File: config.mk
export PLATFORM = sky130hd
export DESIGN_NAME = branch_resolve_queue
export DESIGN_NICKNAME = d
export VERILOG_FILES = /design/src/rtl/branch_resolve_queue_pkg.sv /design/src/rtl/branch_resolve_queue_stat_counter.sv /design/src/rtl/branch_resolve_queue.sv
export SDC_FILE = /design/constraint.sdc
export NUM_CORES = 1
export LEC_CHECK = 0
export CAP_MARGIN = 10
export CORE_ASPECT_RATIO = 1.5
export CORE_MARGIN = 3
export CORE_UTILIZATION = 23
export CTS_BUF_LIST = sky130_fd_sc_hd__clkbuf_8 sky130_fd_sc_hd__clkbuf_16
export CTS_CLUSTER_DIAMETER = 150
export CTS_CLUSTER_SIZE = 16
export DETAILED_ROUTE_END_ITERATION = 8
export PLACE_DENSITY_LB_ADDON = 0.12
export SYNTH_ARGS = -nofsm -noshare
export SYNTH_HDL_FRONTEND = slang
export SYNTH_HIERARCHICAL = 1
export SYNTH_SLANG_ARGS = --single-unit
File: constraint.sdc
create_clock -name clk -period 4.1 [get_ports clk]
set_clock_uncertainty 0.2 [all_clocks]
set_input_delay 0.82 -clock clk [delete_from_list [all_inputs] [get_ports clk]]
set_output_delay 0.82 -clock clk [all_outputs]
set_load 0.005 [all_outputs]
File: src/rtl/branch_resolve_queue_pkg.sv
// Shared widths and entry payload type for the branch resolve queue.
// Also provides the legacy defines `indexWidth, `addrWidth, `brqTagWidth, `brqDepth.
`ifndef indexWidth
`define indexWidth 6
`endif
`ifndef addrWidth
`define addrWidth 17
`endif
`ifndef brqTagWidth
`define brqTagWidth 3
`endif
`ifndef brqDepth
`define brqDepth 8
`endif

package branch_resolve_queue_pkg;

    localparam int BRQ_DEPTH  = `brqDepth;
    localparam int BRQ_TAG_W  = `brqTagWidth;
    localparam int BRQ_IDX_W  = `indexWidth;
    localparam int BRQ_ADDR_W = `addrWidth;
    localparam int BRQ_STAT_W = 32;

    typedef struct packed {
        logic                  pred;
        logic                  taken;
        logic [BRQ_IDX_W-1:0]  idx;
        logic [BRQ_ADDR_W-1:0] target;
    } brq_payload_t;

    // Pointers are exactly TAG_W bits wide, so the natural overflow is the modulo-DEPTH wrap.
    function automatic logic [BRQ_TAG_W-1:0] brq_ptr_inc(input logic [BRQ_TAG_W-1:0] ptr);
        return ptr + 1'b1;
    endfunction

endpackage

File: src/rtl/branch_resolve_queue_stat_counter.sv
// Saturating increment-enable event counter used for the optional retire/mispredict statistics.
module brq_stat_counter #(
    parameter int W = 32
) (
    input  logic         clk,
    input  logic         rst_n,
    input  logic         inc,
    output logic [W-1:0] count
);

    always_ff @(posedge clk or negedge rst_n) begin
        if (!rst_n) begin
            count <= '0;
        end else if (inc && (count != {W{1'b1}})) begin
            count <= count + 1'b1;
        end
    end

endmodule

File: src/rtl/branch_resolve_queue.sv
// In-order queue of predicted branches: out-of-order resolve by tag, in-order retire to the predictor.
// Define BRQ_STATS_EN to build the stat_retired / stat_mispred counters; otherwise they read zero.
module branch_resolve_queue
    import branch_resolve_queue_pkg::*;
(
    input  logic                  clk,
    input  logic                  rst_n,
    input  logic                  rdy,
    input  logic                  alloc_en,
    input  logic [BRQ_IDX_W-1:0]  alloc_idx,
    input  logic                  alloc_pred,
    output logic [BRQ_TAG_W-1:0]  alloc_tag,
    output logic                  full,
    input  logic                  resolve_en,
    input  logic [BRQ_TAG_W-1:0]  resolve_tag,
    input  logic                  resolve_taken,
    input  logic [BRQ_ADDR_W-1:0] resolve_target,
    output logic                  modify_en,
    output logic [BRQ_IDX_W-1:0]  modify_PC,
    output logic                  choice,
    output logic                  clear,
    output logic                  redirect_en,
    output logic [BRQ_ADDR_W-1:0] redirect_pc,
    output logic [BRQ_STAT_W-1:0] stat_retired,
    output logic [BRQ_STAT_W-1:0] stat_mispred
);

    localparam logic [BRQ_TAG_W:0] FULL_COUNT = (BRQ_TAG_W+1)'(BRQ_DEPTH);

    logic [BRQ_DEPTH-1:0] valid_q;
    logic [BRQ_DEPTH-1:0] resolved_q;
    brq_payload_t         payload_q [BRQ_DEPTH];
    logic [BRQ_TAG_W-1:0] head_q;
    logic [BRQ_TAG_W-1:0] tail_q;
    logic [BRQ_TAG_W:0]   count_q;

    brq_payload_t head_ent;
    logic         retire_fire;
    logic         retire_mispred;
    logic         alloc_fire;
    logic         resolve_fire;

    assign alloc_tag = tail_q;
    assign full      = (count_q == FULL_COUNT);

    assign head_ent       = payload_q[head_q];
    assign retire_fire    = valid_q[head_q] & resolved_q[head_q];
    assign retire_mispred = retire_fire & (head_ent.taken != head_ent.pred);

    // Acceptance: alloc_en is taken only when not full and no flush is in progress or being
    // registered (fetch holds the branch otherwise); resolve_en is fire-and-forget and is
    // silently dropped for dead, already-resolved or flushed entries.
    assign alloc_fire   = alloc_en & ~full & ~clear & ~retire_mispred;
    assign resolve_fire = resolve_en & valid_q[resolve_tag] & ~resolved_q[resolve_tag]
                        & ~retire_mispred;

    always_ff @(posedge clk or negedge rst_n) begin
        if (!rst_n) begin
            valid_q     <= '0;
            resolved_q  <= '0;
            head_q      <= '0;
            tail_q      <= '0;
            count_q     <= '0;
            modify_en   <= 1'b0;
            modify_PC   <= '0;
            choice      <= 1'b0;
            clear       <= 1'b0;
            redirect_en <= 1'b0;
            redirect_pc <= '0;
            for (int i = 0; i < BRQ_DEPTH; i++) begin
                payload_q[i] <= '0;
            end
        end else if (rdy) begin
            modify_en   <= retire_fire;
            modify_PC   <= retire_fire ? head_ent.idx : '0;
            choice      <= retire_fire & head_ent.taken;
            clear       <= retire_mispred;
            redirect_en <= retire_mispred;
            redirect_pc <= retire_mispred ? head_ent.target : '0;

            if (retire_mispred) begin
                // Everything younger than the mispredicted branch is on the wrong path.
                valid_q    <= '0;
                resolved_q <= '0;
                head_q     <= '0;
                tail_q     <= '0;
                count_q    <= '0;
            end else begin
                if (retire_fire) begin
                    valid_q[head_q]    <= 1'b0;
                    resolved_q[head_q] <= 1'b0;
                    head_q             <= brq_ptr_inc(head_q);
                end
                if (alloc_fire) begin
                    valid_q[tail_q]        <= 1'b1;
                    resolved_q[tail_q]     <= 1'b0;
                    payload_q[tail_q].pred <= alloc_pred;
                    payload_q[tail_q].idx  <= alloc_idx;
                    tail_q                 <= brq_ptr_inc(tail_q);
                end
                if (resolve_fire) begin
                    resolved_q[resolve_tag]       <= 1'b1;
                    payload_q[resolve_tag].taken  <= resolve_taken;
                    payload_q[resolve_tag].target <= resolve_target;
                end
                case ({alloc_fire, retire_fire})
                    2'b10:   count_q <= count_q + 1'b1;
                    2'b01:   count_q <= count_q - 1'b1;
                    default: count_q <= count_q;
                endcase
            end
        end
    end

`ifdef BRQ_STATS_EN
    brq_stat_counter #(.W(BRQ_STAT_W)) u_stat_retired (
        .clk   (clk),
        .rst_n (rst_n),
        .inc   (rdy & retire_fire),
        .count (stat_retired)
    );

    brq_stat_counter #(.W(BRQ_STAT_W)) u_stat_mispred (
        .clk   (clk),
        .rst_n (rst_n),
        .inc   (rdy & retire_mispred),
        .count (stat_mispred)
    );
`else
    assign stat_retired = '0;
    assign stat_mispred = '0;
`endif

endmodule
# Word-level counts from Yosys, hierarchy flattened
# Index checks and enable logic that the tools add are counted.
word_totals:
  input_bits: 33
  register_bits: 252
classes:
  reduce_logical: 12
  n_addsub: 4
  order_cmp: 11
  bitwise_logic: 23
  muxes: 54
  n_eq_ne: 4
ops:
  columns: ["operator", "count"]
  rows:
  - ["bitwise mux 200 bit", 4]
  - ["2-to-1 mux 200 bit", 4]
  - ["demux 25 bit (select 3 bit)", 4]
  - ["2-to-1 mux 8 bit", 13]
  - ["binary-select mux 25 bit (select 3 bit)", 1]
  - ["2-to-1 mux 25 bit", 3]
  - ["2-to-1 mux 17 bit", 2]
  - ["AND 8 bit", 3]
  - ["2-to-1 mux 24 bit", 1]
  - ["2-to-1 mux 23 bit", 1]
  - ["inverter 8 bit", 2]
  - ["bitwise OR 8 bit", 2]
  - ["binary-select mux 1 bit (select 3 bit)", 4]
  - [">= comparator 4 bit, second input constant", 3]
  - ["less-than comparator 3 x 4 -> 1 bit, second input constant", 3]
  - ["2-to-1 mux 3 bit", 4]
  - ["inverter 3 -> 4 bit", 3]
  - ["AND 1 bit", 9]
  - ["demux 1 bit (select 3 bit)", 3]
  - [">= comparator 3 x 1 -> 1 bit, second input constant", 3]
  - ["less-than comparator 4 x 1 -> 1 bit, second input constant", 2]
  - ["case mux 4 bit (2 select lines)", 1]
  - ["AND reduction 2 bit", 4]
  - ["2-to-1 mux 1 bit", 7]
  - ["other kinds (13)", 22]

# Logic depth before layout (Yosys ltp)
depth:
  depth_word: 16
  depth_mapped: 13
  depth_no_buf: 11

# Least setup slack after synthesis
# No wires, ideal clock.
synth_path:
  path_kind: "register to register"
  start: "register head_q[1]"
  end: "register count_q[3]"
  arrival_time_ns: 2.616
  slack_ns: 1.181
  path_buffers: 1
  path_stages_with_launch: 12
  setup_ns: 0.104
  cell_sequence: "dfrtp_1 > buf_6 > mux2_1 > a22oi_2 > a21o_2 > nand2_1 > a21boi_0 > ha_1 > a31oi_1 > or4_1 > and2_1 > o311ai_1"
synth_between:
  elab_chain_cells: 11
  elab_cells_between_ends: 19
  cone_classes: "eq/ne (3); mux (9); bitwise (5); reduce/logical (2)"
synth_lines:
  columns: ["item", "line", "rtl"]
  rows:
  - ["start: declaration", "branch_resolve_queue.sv:33", "logic [BRQ_TAG_W-1:0] head_q;"]
  - ["start signal: assignment", "branch_resolve_queue.sv:92", "head_q <= brq_ptr_inc(head_q);"]
  - ["inverter 3 -> 4 bit (implied by the code)", "branch_resolve_queue.sv:46", "assign head_ent = payload_q[head_q];"]
  - ["binary-select mux 25 bit (select 3 bit)", "branch_resolve_queue.sv:46", null]
  - ["2-to-1 mux 25 bit (implied by the code) (2 in a row)", "branch_resolve_queue.sv:46", null]
  - ["inequality test 1 bit", "branch_resolve_queue.sv:48", "assign retire_mispred = retire_fire & (head_ent.taken != head_ent.pred);"]
  - ["AND 1 bit", "branch_resolve_queue.sv:48", null]
  - ["inverter 1 bit (no source line)", null, null]
  - ["AND 1 bit", "branch_resolve_queue.sv:53", "assign alloc_fire = alloc_en & ~full & ~clear & ~retire_mispred;"]
  - ["equality test 2 x 1 -> 1 bit / equality test 2 bit (equally long branches)", "branch_resolve_queue.sv:106", "case ({alloc_fire, retire_fire})"]
  - ["case mux 4 bit (2 select lines) / nonzero test 3 bit (equally long branches)", null, null]
  - ["2-to-1 mux 4 bit / AND reduction 2 bit (equally long branches)", null, null]
  - ["end signal: assignment", "branch_resolve_queue.sv:107", "2'b10: count_q <= count_q + 1'b1;"]
  - ["end signal: assignment", "branch_resolve_queue.sv:108", "2'b01: count_q <= count_q - 1'b1;"]
  - ["end signal: assignment", "branch_resolve_queue.sv:109", "default: count_q <= count_q;"]
  - ["end: declaration", "branch_resolve_queue.sv:35", "logic [BRQ_TAG_W:0] count_q;"]
# Several ways; a longest one is shown, not always the timed one. The select of a mux whose other input is x is not followed.
# A chain may end at the register's enable or synchronous reset.

# Worst setup path after layout
# Same ends and word-level chain as after synthesis.

==> results.cfg <==
[run_status]
status = completed

[timing]
setup_viol = 0
fmax_mhz = 288
worst_pin_slew_ns = 0.870
rsz0062_at_grt = no
final.min_clock_period_ns = 3.48
worst_slack_ns = 0.623
period_share_pct = 84.8
finalHoldWorstSlack_ns = 0.0333
slew_violations = 0
slew_headroom_pct = 41.7
finalHoldViolCount = 0
tns_ns = 0

[clocking]
cts_setup_buffers = 0
cts-resized-gates = 0
holdBufCountCts = 0
clock_latency_ns = 0.52
cts_num_sinks = 252
cts_buffers = 19
clk_pin_slew_ns = 0.08
clockBufferDepth = 3
cts_tree = done
h-tree-depth = 1
cts_root_buf = clkbuf_16

[layout]
n_antenna_cell = 0
nets = 1093
stdcell_area_sq_um = 14500
final_cell_mix = dfrtp_1 (249), mux2_2 (164), conb_1 (64), clkdlybuf4s50_1 (61), mux2_4 (54)
final_common_cell = dfrtp_1
area_delta_synth_final_pct = 15.2
final_layout_size_suffix_gt1_share_pct = 32.3

[worst_setup_path]
arrival_ns = 3.69
critPathKind = reg2reg
endpoint_kind = flop
startpoint = head_q[1]
crit_chain = mux2_1 -> a22oi_2 -> a21o_2 -> nand2_1 -> a21boi_0 -> buf_4 -> ha_1 -> a31oi_1 -> or4_1 -> and2_1 -> o311ai_1
cp_top_family = compound AO/OA/AOI/OAI gates
slowest_stage = dfrtp_2
critPathMaxFanout = 18
path_buf_inv = 1
r2r_slack_ns = 0.62
regToRegStartpoint = head_q[1]
startpoint_type = flop
worst_path_largest_cell_delay_ns = 0.70
required_ns = 4.31

[global_routing]
antenna_found_initial = 0
grt_util_all_layers_pct = 13.8
grt_max_degree = 69
grt_pass1_vias = 8575
globalRoute.totalOverflow = 0
grt_pass1_wl_mm = 59.8

[floorplan]
chipWidth_um = 197
ios = 128
rows = 104
core_area_sq_um = 53900
dieArea_sq_um = 57700
die_h_um = 293
start_util_pct = 23.4

[synth]
ys.flop_type = dfrtp_1
synthCells = 981
synth.area.top_cells = dfrtp_1 (50%), mux2_2 (15%), mux2_4 (6.4%)
syn_area_sq_um = 12600
synth_area_per_cell_sq_um = 12.8
synth_seq_cells = 252
yosysWarnings = 6
synth-edff-count = 0
synth_top_area_share_pct = 50.1
ys_seq_area_share_pct = 50.1
synth_cell_type_count = 80
yosys.area.top_type = dfrtp_1
synthArstFlopShare_pct = 100

[route]
dr.pass1.iters = 4
route.detailed.drc = 0
viasPerCell = 4.55
ant_nets = 0
detail_route.iter0.violations = 329
via_count = 7946
wl_mm = 39.8
wl_per_cell_um = 22.8

[placed_design]
globalplace.congestion = 0.763
pre_cts_slack_ns = 0.293
placed_area_sq_um = 14000
hpwl_mm = 26.7
place.port_buffers = 63

[hold_path]
hp-class = in2async

[flow_run]
drv_cap = 0

[power]
powerDensity_nw_per_um2 = 694
p_leak_nw = 6.29
ir_drop_v = 0.000298
==> final timing paths <==
kind	endpoint	depth (start not counted)
worst max register to register	count_q[3]	11
min in group clk	payload_q[118]	1
worst min register to register	payload_q[118]	1
max in group asynchronous	payload_q[175]	2
worst min-delay path	count_q[3]	1
worst max-delay path	count_q[3]	11
==> worst register-to-register path, cell delays in order (launching register included) <==
cell and delay (ns):
dfrtp_2 0.70, mux2_1 0.39, a22oi_2 0.24, a21o_2 0.23, nand2_1 0.08, a21boi_0 0.13, buf_4 0.16, ha_1 0.34
a31oi_1 0.10, or4_1 0.43, and2_1 0.15, o311ai_1 0.23
==> final cells by class <==
| cell class | instances | area, sq um |
|---|---|---|
| Fill cell | 5627 | 39400 |
| Sequential cell | 252 | 6310 |
| Multi-Input combinational cell | 645 | 5640 |
| Timing Repair Buffer | 113 | 1080 |
| Tap cell | 689 | 862 |
| Clock buffer | 19 | 475 |
| Inverter | 25 | 93.8 |
| Clock inverter | 4 | 46.3 |
==> power by group <==
| group | leakage, nW | switching (mW) | internal [mW] |
|---|---|---|---|
| sequential | 3.24 | 0.709 | 3.45 |
| clock | 0.263 | 0.913 | 0.896 |
| combinational | 2.78 | 2.02 | 2.08 |
==> registers in the layout, indices dropped and copies added (netlist names), 3 cells and up <==
signal,flops
alloc_tag,3
valid_q,8
count_q,4
head_q,3
payload_q,200
resolved_q,8
modify_PC,6
redirect_pc,17
==> cell usage after synthesis, types with 11 or more instances <==
master / instances
o21ai_0: 47
nor2_1: 20
clkbuf_1: 26
mux4_2: 12
nand2_1: 38
buf_6: 12
mux2_4: 54
nand3_1: 11
dfrtp_1: 252
nand2b_1: 14
buf_2: 12
mux2_2: 164
inv_1: 25
buf_4: 65
o22ai_1: 36
mux2i_1: 17
==> stage by stage <==
step                utilization [%]  total power [mW]  instances
floorplan                         -              6.80       1044
global placement               26.0              8.36       1724
detailed placement             26.0              8.39       1724
CTS                            26.9              10.3       1747
global route                   26.9              10.8       1747
finish                         26.9              10.1       1747
==> logic make-up (layout without fill, tap and decap cells) <==
| logic type | count (synthesis) | count (layout) | share of synthesized area, % |
|---|---|---|---|
| mux | 255 | 255 | 25.3 |
| fa+ha+maj | 4 | 4 | 0.397 |
| simple gates | 141 | 141 | 6.80 |
| buf+inv | 147 | 161 | 7.15 |
| flops | 252 | 252 | 50.1 |
| xor+xnor | 9 | 9 | 0.626 |
| compound gates | 172 | 172 | 9.62 |
| other cells | 1 | 64 | 0.0298 |
==> per-layer routing <==
metal,vias to the layer above,GRT usage (%),share of wire (%)
li1,3591,-,-
met1,4164,18.8,46
met2,171,24.1,50
met3,20,1.30,3.1
met4,0,2.66,1.3
met5,-,0,0
(Power assumes the default switching activity.)
